[src/rtl/pe_link_fifo.sv]
// pe_link_fifo: elastic word buffer between a producer PE's onfifo/opfifo
// and the next PE's infifo; registered read port, sticky error flags.
module pe_link_fifo #(
  parameter int DW       = 16,
  parameter int DEPTH    = 16,
  parameter int AF_LEVEL = 12
) (
  input  logic                     clk,
  input  logic                     rst_n,
  input  logic                     clr,
  input  logic                     wr_en,
  input  logic [DW-1:0]            wr_data,
  output logic                     full,
  output logic                     almost_full,
  input  logic                     rd_en,
  output logic [DW-1:0]            rd_data,
  output logic                     rd_valid,
  output logic                     empty,
  output logic [$clog2(DEPTH):0]   count,
  output logic                     ovf,
  output logic                     udf
);

  localparam int AW = $clog2(DEPTH);
  localparam int CW = AW + 1;

  logic [DW-1:0] mem [DEPTH];
  logic [AW-1:0] wr_ptr;
  logic [AW-1:0] rd_ptr;
  logic          wr_acc;
  logic          rd_acc;

  assign full        = (count == CW'(DEPTH));
  assign empty       = (count == '0);
  assign almost_full = (count >= CW'(AF_LEVEL));

  assign wr_acc = wr_en & ~full;
  assign rd_acc = rd_en & ~empty;

  // Storage: not reset; a flush only moves the pointers.
  always_ff @(posedge clk) begin
    if (wr_acc && !clr) begin
      mem[wr_ptr] <= wr_data;
    end
  end

  // Pointers, occupancy, read port and sticky error flags.
  always_ff @(posedge clk or negedge rst_n) begin
    if (!rst_n) begin
      wr_ptr   <= '0;
      rd_ptr   <= '0;
      count    <= '0;
      rd_data  <= '0;
      rd_valid <= 1'b0;
      ovf      <= 1'b0;
      udf      <= 1'b0;
    end else if (clr) begin
      wr_ptr   <= '0;
      rd_ptr   <= '0;
      count    <= '0;
      rd_valid <= 1'b0;
      ovf      <= 1'b0;
      udf      <= 1'b0;
    end else begin
      if (wr_acc) begin
        wr_ptr <= wr_ptr + AW'(1);
      end
      if (rd_acc) begin
        rd_data <= mem[rd_ptr];
        rd_ptr  <= rd_ptr + AW'(1);
      end
      rd_valid <= rd_acc;
      count    <= count + CW'(wr_acc) - CW'(rd_acc);
      ovf      <= ovf | (wr_en & full);
      udf      <= udf | (rd_en & empty);
    end
  end

endmodule

[config.mk]
export PLATFORM = sky130hd
export DESIGN_NAME = pe_link_fifo
export DESIGN_NICKNAME = d
export VERILOG_FILES = /design/src/rtl/pe_link_fifo.sv
export SDC_FILE = /design/constraint.sdc
export NUM_CORES = 1
export LEC_CHECK = 0
export CAP_MARGIN = 40
export CORE_MARGIN = 2
export CORE_UTILIZATION = 55
export CTS_CLUSTER_SIZE = 40
export DETAILED_ROUTE_END_ITERATION = 7
export GPL_ROUTABILITY_DRIVEN = 0
export MAX_ROUTING_LAYER = met4
export PLACE_DENSITY = 0.69
export SKIP_LAST_GASP = 1
export SYNTH_ARGS = -nofsm -noshare
export SYNTH_HDL_FRONTEND = slang
export SYNTH_SLANG_ARGS = --single-unit
[constraint.sdc]
create_clock -name clk -period 3.6 [get_ports clk]
set_input_delay 0.72 -clock clk [delete_from_list [all_inputs] [get_ports clk]]
set_output_delay 0.72 -clock clk [all_outputs]
set_load 0.005 [all_outputs]
Word level (Yosys, flattened, before mapping)
Memory sizes are Yosys's and may differ from the RTL's. A register that Yosys moved wholly into a read port is not among the register bits.
Index checks and enable logic that the tools add are counted.
- shifts and indexed selects: 0
- reductions and logical operators: 7
- divide/modulo/power cells: 0
- multiplexer cells: 10
- $add $sub $neg: 4
- eq/ne operators: 1
- bitwise logic cells: 9
- $lt $le $gt $ge: 1
- multiply operators: 0
- operator list (operator ; count):
    $mux W4 ; 4
    $add A4 B1 Y4 const B ; 2
    $add A5 B1 Y5 ; 1
    $eq A5 B5 Y1 const B ; 1
    $ge A5 B4 Y1 const B ; 1
    $logic_not A5 Y1 ; 1
    $mux W1 ; 5
    $mux W5 ; 1
    $sub A5 B1 Y5 ; 1
    $and A1 B1 Y1 ; 4
    $reduce_bool A2 Y1 ; 2
    $not A1 Y1 ; 3
    $logic_not A1 Y1 ; 2
    $or A1 B1 Y1 ; 2
    $reduce_and A2 Y1 ; 1
    $logic_and A1 B1 Y1 ; 1
- memory bits (read-only): 0
- output and inout bits: 27
- register bits: 16
- memories kept: 1
- RAM bits: 256
- latch bits: 0
- word-level logic and storage cells: 39
- memories (name ; depth ; bits a word ; read ports ; clocked after Yosys merged registers in ; wr ports ; line ; text):
    mem ; 16 ; 16 ; 1 ; 1 ; 1 ; 27 ; logic [DW-1:0] mem [DEPTH];

Depth between registers and ports, before layout
- depth after elaboration: 6
- depth in mapped cells: 14

Worst setup path after synthesis
OpenSTA, ideal clock, no wires.
- path type: register to register
- start: reg count[2]
- end: reg count[4]
- stages on the path, launching flop included: 15
- buffers on the path: 1
- data arrival time: 2.488 ns
- setup time: 0.134 ns
- clock period less this slack: 2.622 ns
- setup slack: 0.978 ns
- path through: dfrtp_1 > inv_1 > ha_1 > or4b_1 > buf_2 > nand2_1 > nand2_1 > nand2_1 > ha_1 > inv_1 > fa_1 > nand2b_1 > a21oi_1 > o21a_1 > nor3_1
- cells in the longest elaborated chain, start to end: 6
- elaborated cells between the ends (all ways): 9
- those cells by class: add/sub (2); eq/ne (1); mux (1); bitwise (4); reduce/logical (1)
- ends and longest elaborated chain (item ; line ; text):
    start: declaration ; 19 ; output logic [$clog2(DEPTH):0] count,
    start signal: assignment ; 73 ; count <= count + CW'(wr_acc) - CW'(rd_acc);
    $eq A5 B5 Y1 ; 33 ; assign full = (count == CW'(DEPTH));
    $not A1 Y1 ; 37 ; assign wr_acc = wr_en & ~full;
    $and A1 B1 Y1 ; 37 ;
    $add A5 B1 Y5 ; 73 ;
    $sub A5 B1 Y5 * ; 73 ;
    $mux W5 * ; 57 ; end else if (clr) begin
Every way passes the cells marked *; elsewhere a longest branch is shown, timed or not.
A chain may end at the register's enable or synchronous reset.

Final worst setup path
- start: reg count[2]
- end: out empty
- cells in the longest elaborated chain, start to end: 1
- ends and longest elaborated chain (item ; line ; text):
    $logic_not A5 Y1 ; 34 ; assign empty = (count == '0);
    end: declaration ; 18 ; output logic empty,
Every way passes these cells.

==> reports/qor.csv <==
stage;metric;value;unit
run_status;status;finished, final reports clean;
critical_path;Worst path most repeated cell;inv_1;
clock_network;CTS Buf Count;28;
floorplanning;I/O Pins;48;
timing;Worst Tran Pin Value;889;ps
clock_network;setup bufs post-CTS;0;
floorplanning;Core Rows;52;
power_and_ir_drop;Worst VDD drop;0.484;mV
final_layout;nets@finish;722;
synth;Seq/Total Area, Yosys;0.751;
grt;GRT overflow;0;
floorplanning;core area;20200;um2
synth;synth top area cells;edfxtp_1 68%, dfrtp_1 7.1%, mux4_2 7.0%, mux2i_1 6.7%, a22oi_1 2.0%;
drt;DRC;0;
critical_path;element type at the critical path end;output pin;
drt;vias per cell;5.91;
clock_network;Clock Latency Late Sink;540;ps
power_and_ir_drop;combinational group share of total power;0.193;
critical_path;crit-path max FO;7;
drt;initial DRC count;377;
synth;Post-Syn Instances;609;
grt;first-pass GRT wire length;35900;um
power_and_ir_drop;P_int;6490;uW
power_and_ir_drop;Reg power frac;0.461;
synth;Avg Cell Area, Syn;18.6;um2
placed_design;HPWL Detailed;14500;um
critical_path;Worst path slowest cell;or4b_1;
timing;Setup TNS;0;ps
timing;Max Slew Vio Count;0;
power_and_ir_drop;leak pwr;0.00435;uW
critical_path;CP max stage delay;590;ps
grt;pin count of the biggest net entering global routing;33;
clock_network;CTS tree;done;
timing;RSZ-0062 raised after global routing;false;
floorplanning;Die Wd;147;um
timing;Setup Skew;14.2;ps
critical_path;Critical Path Source Type;register;
power_and_ir_drop;Clk network pwr share;0.345;
synth;Synth Cell Area;11300;um2
final_layout;fin util;0.654;
synth;post-synth top area cell;edfxtp_1;
clock_network;number of hold buffers added after cts;0;
final_layout;Layout area overhead;16.7;%
clock_network;post-cts gate resize count;0;
clock_network;CTS sink cnt;288;
drt;wire per inst;23.8;um
synth;share of the synthesized area in the top cell type;0.680;
clock_network;Clock Tree Root;clkbuf_16;
synth;flops & latches, synth;288;
synth;Synth Flop Type;edfxtp_1;
timing;Fin. Hold Viols;0;
floorplanning;Initial Utilization;0.560;
timing;Slew headroom;0.404;
drt;first drt pass iteration count;5;
power_and_ir_drop;Net Sw Power;2190;uW
timing;fmax;315;MHz
final_layout;n_diodes;0;
timing;Setup violations, final;0;
critical_path;WP data arrival;2460;ps
critical_path;CP Class;register to output pin;
synth;Yosys warning count;0;
timing;crit path time final;3180;ps
floorplanning;Vert. Die Dim;147;um
synth;most numerous cell in the Yosys netlist;edfxtp_1;
critical_path;CP startpoint;count[2];
floorplanning;die area;21700;um2
drt;via count;5794;
critical_path;Required @ worst endpoint;2880;ps
drt;DRT Wirelength;23300;um
timing;fin crit share;0.882;
critical_path;Reg-to-Reg Start;count[2];
critical_path;crit-path cells;inv_1 -> ha_1 -> or4b_1 -> inv_1 -> clkdlybuf4s50_1;
final_layout;share of layout cells above drive strength 1;0.163;
synth;most common library cells after synthesis;256 x edfxtp_1, 76 x mux2i_1, 38 x nand2_1;
grt;All-Layer GR Usage;0.230;
clock_network;clock slew at reported path FFs;60;ps
worst_hold_path;Hold Crit Class;input port to asynchronous set/reset pin;
clock_network;Clock Tree Buf Depth;3;
power_and_ir_drop;pwr dens;659;nW/um2
synth;synth unique cells;37;
drt;Post-DRT Antenna Nets;0;
synth;post-synthesis net count;643;
grt;initial antenna violation count;0;
synth;FFs w/ async S/R, synth;0.111;
synth;EDFF count, synth;256;
grt;number of global-route vias before repair;6070;
clock_network;H-tree levels;1;
job;MaxCap Viol Count;0;
placed_design;IO Port Bufs;47;
power_and_ir_drop;sw frac;0.252;
sequential cells by signal, summed over array words and instances, names as in the netlist:
signal,flops
ovf,1
udf,1
wr_ptr,4
mem,256
rd_ptr,4
count,5
rd_valid,1
rd_data,16
power by group through the flow:
| stage | sequential (uW) | clock (uW) | combinational [uW] |
|---|---|---|---|
| finish | 4000 | 3000 | 1680 |
| detailed placement | 4070 | 0 | 1700 |
| CTS | 4010 | 3040 | 1710 |
| global placement | 4070 | 0 | 1640 |
| global route | 4020 | 3170 | 1850 |
| floorplan | 4000 | 0 | 1010 |
stage by stage:
step	total power (uW)	hold slack, ps	std cells	setup slack, ps	area [um2]
2_1_floorplan	5010	424	609	978	11300
3_3_place_gp	5700	482	928	542	12200
3_5_place_dp	5770	490	928	396	12200
4_1_cts	8760	274	980	400	13200
5_1_grt	9050	310	980	311	13200
6_report	8680	268	980	424	13200
final timing paths:
path | to | slack, ps | cells after the start
max | empty | 420 | 5
min | rd_ptr[1] | 270 | 1
max reg2reg | count[4] | 620 | 13
min reg2reg | udf | 490 | 2
max in group asynchronous | rd_ptr[3] | 2750 | 1
min in group clk | udf | 490 | 2
layout make-up:
type / instances / area, um2
sequential: 288 / 8490
fill: 1357 / 6990
multi-input combinational: 278 / 2620
clock buffer: 42 / 805
timing repair buffer: 80 / 726
tap: 270 / 338
clock inverter: 10 / 153
inverter: 12 / 45.0
metal layers:
metal / wire, um / GRT usage / vias to the layer above / part of all wire
met2: 11900 / 0.380 / 142 / 0.51
met3: 962 / 0.0320 / 38 / 0.041
met1: 9930 / 0.307 / 3047 / 0.43
met5: 0 / - / - / 0
met4: 530 / 0.0577 / 0 / 0.023
li1: - / - / 2567 / -
worst max-delay path: cells and delay by family, from the launching register on:
family / cells / cell delay (ps)
adders and majority gates: 1 / 180
DFF: 1 / 420
buffers and inverters: 3 / 740
and+or+nand+nor: 1 / 590
logic make-up (layout without fill, tap and decap cells):
group                    after synthesis  in the layout  share of synthesized area
XOR/XNOR                               8              8                    0.00620
multiplexers                         112            112                      0.138
AO/OA/AOI/OAI                         53             53                     0.0360
flip-flops                           288            288                      0.751
adder cells (fa/ha/maj)               13             13                     0.0151
AND/OR/NAND/NOR                       92             92                     0.0368
buffers and inverters                 43            144                     0.0166
cells in the final DEF (no fill, tap or decap), types with 3 or more instances in the layout:
master and instances:
xor2_1 6, nand2_1 38, o221ai_1 15, nand3_1 4, buf_4 32, edfxtp_1 256, nor2b_1 3, mux4_2 35
a21oi_1 5, clkinv_2 5, ha_1 12, clkdlybuf4s50_1 46, nor2_1 31, mux2i_1 76, dfrtp_1 30, clkbuf_16 29
bufinv_16 4, inv_1 12, clkbuf_8 3, clkbuf_1 10, a22oi_1 30
No activity file was read; power rests on OpenSTA's default activity.
